$ cat config.mk
export PLATFORM = sky130hd
export DESIGN_NAME = serial_addsub
export DESIGN_NICKNAME = d
export VERILOG_FILES = /design/src/rtl/serial_addsub.sv
export SDC_FILE = /design/constraint.sdc
export NUM_CORES = 1
export LEC_CHECK = 0
export ABC_AREA = 1
export CAP_MARGIN = 30
export CELL_PAD_IN_SITES_DETAIL_PLACEMENT = 1
export CELL_PAD_IN_SITES_GLOBAL_PLACEMENT = 2
export CORE_MARGIN = 2
export CORE_UTILIZATION = 34
export CTS_BUF_LIST = sky130_fd_sc_hd__clkbuf_4 sky130_fd_sc_hd__clkbuf_8
export DETAILED_ROUTE_END_ITERATION = 10
export GPL_TIMING_DRIVEN = 0
export PLACE_DENSITY = 0.95
export SYNTH_ARGS = -nofsm -noshare
export SYNTH_HDL_FRONTEND = slang
export SYNTH_SLANG_ARGS = --single-unit
$ cat constraint.sdc
create_clock -name clk -period 3.87 [get_ports clk]
set_input_delay 1.161 -clock clk [delete_from_list [all_inputs] [get_ports clk]]
set_output_delay 1.161 -clock clk [all_outputs]
set_load 0.02 [all_outputs]
$ cat src/rtl/serial_addsub.sv
// Digit-serial adder/subtractor: DIGIT bits per RUN cycle ripple through a chain
// of full-adder cells; result and flags are registered as the operation completes.

module serial_addsub_fa (
   input  logic x,
   input  logic y,
   input  logic ci,
   output logic sum,
   output logic co
);
   assign sum = x ^ y ^ ci;
   assign co  = (x & y) | (ci & (x ^ y));
endmodule

module serial_addsub #(
   parameter int WIDTH = 8,
   parameter int DIGIT = 1
) (
   input  logic             clk,
   input  logic             rst,
   input  logic             start,
   input  logic             sub,
   input  logic [WIDTH-1:0] a,
   input  logic [WIDTH-1:0] b,
   input  logic             cin,
   output logic             busy,
   output logic             done,
   output logic [WIDTH-1:0] s,
   output logic             CF,
   output logic             OF,
   output logic             ZF
);
   localparam int N  = WIDTH / DIGIT;
   localparam int CW = (N > 1) ? $clog2(N) : 1;

   if (WIDTH < 2 || (WIDTH % DIGIT) != 0) begin : g_bad_params
      $error("serial_addsub: WIDTH must be >= 2 and an exact multiple of DIGIT");
   end

   typedef enum logic [1:0] {IDLE, RUN, DONE} state_t;

   state_t           state, state_nxt;
   logic             accept, last;
   logic [WIDTH-1:0] a_sr, b_sr, acc, acc_nxt;
   logic             c, sub_r;
   logic [CW-1:0]    cnt;
   logic [DIGIT:0]   cy;
   logic [DIGIT-1:0] dsum;

   assign accept = start && (state == IDLE || state == DONE);
   assign last   = (state == RUN) && (cnt == CW'(N - 1));

   // One digit of ripple; cy[DIGIT-1] is the carry into the MSB cell on the last digit.
   assign cy[0] = c;
   for (genvar i = 0; i < DIGIT; i++) begin : g_fa
      serial_addsub_fa u_fa (
         .x  (a_sr[i]),
         .y  (b_sr[i]),
         .ci (cy[i]),
         .sum(dsum[i]),
         .co (cy[i+1])
      );
   end

   always_comb begin
      acc_nxt = acc;
      acc_nxt[int'(cnt) * DIGIT +: DIGIT] = dsum;
   end

   // FSM: state register
   always_ff @(posedge clk) begin
      if (rst) state <= IDLE;
      else     state <= state_nxt;
   end

   // FSM: next state
   always_comb begin
      state_nxt = state;
      case (state)
         IDLE:    if (start) state_nxt = RUN;
         RUN:     if (last)  state_nxt = DONE;
         DONE:    state_nxt = start ? RUN : IDLE;
         default: state_nxt = IDLE;
      endcase
   end

   // FSM: outputs
   always_comb begin
      busy = (state == RUN);
      done = (state == DONE);
   end

   always_ff @(posedge clk) begin
      if (rst) begin
         a_sr  <= '0;
         b_sr  <= '0;
         c     <= 1'b0;
         sub_r <= 1'b0;
         cnt   <= '0;
         acc   <= '0;
         s     <= '0;
         CF    <= 1'b0;
         OF    <= 1'b0;
         ZF    <= 1'b0;
      end else if (accept) begin
         // Subtract is a + ~b + ~cin, so borrow-in becomes an inverted carry-in.
         a_sr  <= a;
         b_sr  <= sub ? ~b : b;
         c     <= sub ? ~cin : cin;
         sub_r <= sub;
         cnt   <= '0;
         acc   <= '0;
      end else if (state == RUN) begin
         a_sr <= a_sr >> DIGIT;
         b_sr <= b_sr >> DIGIT;
         c    <= cy[DIGIT];
         cnt  <= cnt + 1'b1;
         acc  <= acc_nxt;
         if (last) begin
            s  <= acc_nxt;
            CF <= sub_r ^ cy[DIGIT];
            OF <= cy[DIGIT] ^ cy[DIGIT-1];
            ZF <= (acc_nxt == '0);
         end
      end
   end

endmodule

==> results.ini <==
[critical_path]
start_kind=flip-flop
critPathRequiredTime_ns=2.71
cp_max_fo=10
startpoint=state[0]
rr_endpoint=ZF
arrival_ns=2.18
r2r-start=cnt[0]
endpoint_kind=primary output
r2r_cells=12
r2r_setup_slack_ns=1.77
critPathKind=flip-flop to primary output

[run]
drv_cap=0

[place]
dp_hpwl_um=4016
place.gp.congestion=0.7536
io_buffer_count=32

[routing]
wirelength_um=5320
vias=1926
antenna_left=0
routed_via_density=4.888
drt-wirelength-per-cell_um=13.50
drcViolationCount=0
drt_iter0_drc=31
drt_first_pass_iters=4

[synth]
synthAdderAreaFrac_pct=3.887
netlist-cell-type-count=37
synthArstFlopShare_pct=0
synth_warnings=0
synth_mux_area_share_pct=0
ys_seq_area_share_pct=39.58
syn-num-nets=306
ys_ff_latch=42
synth_top_family_by_area=simple AND/OR/NAND/NOR gates
yosys.area_share.simple_pct=24.26
netlist_instances=279
syn-cell-area_sq_um=2125
synth_edf_count=0
synth_ff_type=dfxtp_1
synth_xor_area_share_pct=3.710
synth_area_per_cell_sq_um=7.615
synth-compound-area-share_pct=18.08

[cts]
clock-sinks=42
h-tree-depth=2
clkTransAtPathRegs_ns=0.08
cts_resized=0
postCtsHoldBufs=0
cts_tree=built
numCtsBuffers=5
clk_latency_ns=0.29
cts_buffer_depth=2
cts_setup_buffers=0
cts-root-buf=clkbuf_8

[worst_hold_path]
hold-path-endpoint=a_sr[6]
min_from=a_sr[6]
whs_path_depth=2
hp-class=flip-flop to flip-flop

[floorplan]
start_util_pct=35.46
coreArea_sq_um=5991
row_count=28
design.die.area_sq_um=6897
die_h_um=83.05
io_pins=34
dieWidth_um=83.05

[sta]
setup_viol=0
hold_violations=0
relSlewSlack_pct=59.30
fin_tns_setup_ns=0
period_share_pct=86.36
rsz0062_at_grt=no
period_minus_slack_ns=3.342
timing.hold.ws_ns=0.4634
tightest_slew_ns=0.6105
clock_skew_ns=0.003885
max_freq_mhz=299.2
slew_viol_final=0

[final_layout]
final_common_cell=nand2_1
nFillCells=742
layout.area.seq_sq_um=840.8
final_nets=345
post_route_cells_drive_above_1_share_pct=14.42
multi_input_comb_area_sq_um=1061
diodes=0
most-common-layout-cells=55 x nand2_1, 42 x dfxtp_1, 32 x clkdlybuf4s50_1
area_delta_synth_final_pct=23.97

[power]
power.leakage_nw=1.136
ir_drop_mv=0.2054
pwr_density_cell_nw_per_um2=368.9

[global_routing]
grt_max_degree=13
grt_usage_pct=16.26
grt_overflow_total=0
grt_pass1_vias=1989
grt_pass1_wl_um=9204
grt_antenna_before_repair=0

[status]
status=finished, final reports clean

[per-layer routing]
| layer | routed length, um | track usage, % | up-vias | share of wire, % |
|---|---|---|---|---|
| li1 | - | - | 982 | - |
| met1 | 2396 | 19.08 | 903 | 45 |
| met2 | 2661 | 29.40 | 29 | 50 |
| met3 | 147 | 2.883 | 12 | 2.8 |
| met4 | 115 | 5.961 | 0 | 2.2 |
| met5 | 0 | 0 | - | 0 |
[synthesized netlist by cell type (all sizes together) (3+ instances only)]
cell    count  area [sq um]
clkbuf      3         11.26
a221oi      3         26.28
buf         9         62.55
a21oi      13         68.82
inv        39         148.9
xor2        7         61.31
nor2       28         151.4
nand3      12         72.57
a31oi       7         43.79
a211oi      3         27.52
nand4       4         25.02
nand2      62         250.2
o211ai      7         52.55
o21ai      26         130.1
dfxtp      42         840.8
ha          5         62.56
[kinds of logic (layout without fill, tap and decap cells)]
group	after synthesis	in the layout
and+or+nand+nor	108	108
DFF	42	42
adders and majority gates	6	6
AOI/OAI and AO/OA	63	63
buffers and inverters	51	91
xor gates and xnor gates	9	9
[layout make-up]
| cell class | instances | share of cell area [%] |
|---|---|---|
| buffer | 12 | 2.803 |
| tap | 75 | 3.563 |
| clock inverter | 1 | 0.1900 |
| inverter | 39 | 5.653 |
| multi-input combinational | 186 | 40.29 |
| timing repair buffer | 32 | 12.16 |
| clock buffer | 7 | 3.420 |
| sequential | 42 | 31.92 |
[sequential cells by signal (all words and copies together) (netlist names)]
register  flops
acc           8
OF            1
ZF            1
a_sr          8
c             1
s             8
sub_r         1
b_sr          8
CF            1
cnt           3
state         2
[worst max-delay path, stage by stage, from the launching register on]
cell	delay, ns
dfxtp_1	0.36
inv_2	0.06
nor2_4	0.23
buf_1	0.52
clkdlybuf4s50_1	0.72
[worst max-delay path by stage]
| stage | end | slack [ns] | cells past startpoint |
|---|---|---|---|
| floorplan | busy | 1.79 | 3 |
| global placement | busy | 0.81 | 4 |
| detailed placement | busy | 0.80 | 4 |
| CTS | busy | 0.47 | 4 |
| global route | busy | 0.41 | 4 |
| finish | busy | 0.53 | 4 |
[metrics by stage]
stage | power [W] | cell area, sq um | setup slack, ns | util (%) | instances
finish | 0.0009716 | 2634 | 0.5280 | 43.96 | 394
global route | 0.001033 | 2634 | 0.4102 | 43.96 | 394
CTS | 0.0009871 | 2634 | 0.4706 | 43.96 | 394
detailed placement | 0.0006872 | 2539 | 0.8019 | 42.38 | 386
global placement | 0.0006815 | 2539 | 0.8110 | 42.38 | 386
floorplan | 0.0006212 | 2125 | 1.789 | - | 279
[where the power goes]
group	internal, W	switching (W)	total (W)
registers	0.000457	0.0000137	0.000470
logic	0.0000785	0.000126	0.000204
clock network	0.000151	0.000146	0.000297
Note: power is estimated with default switching activity, not from simulation.
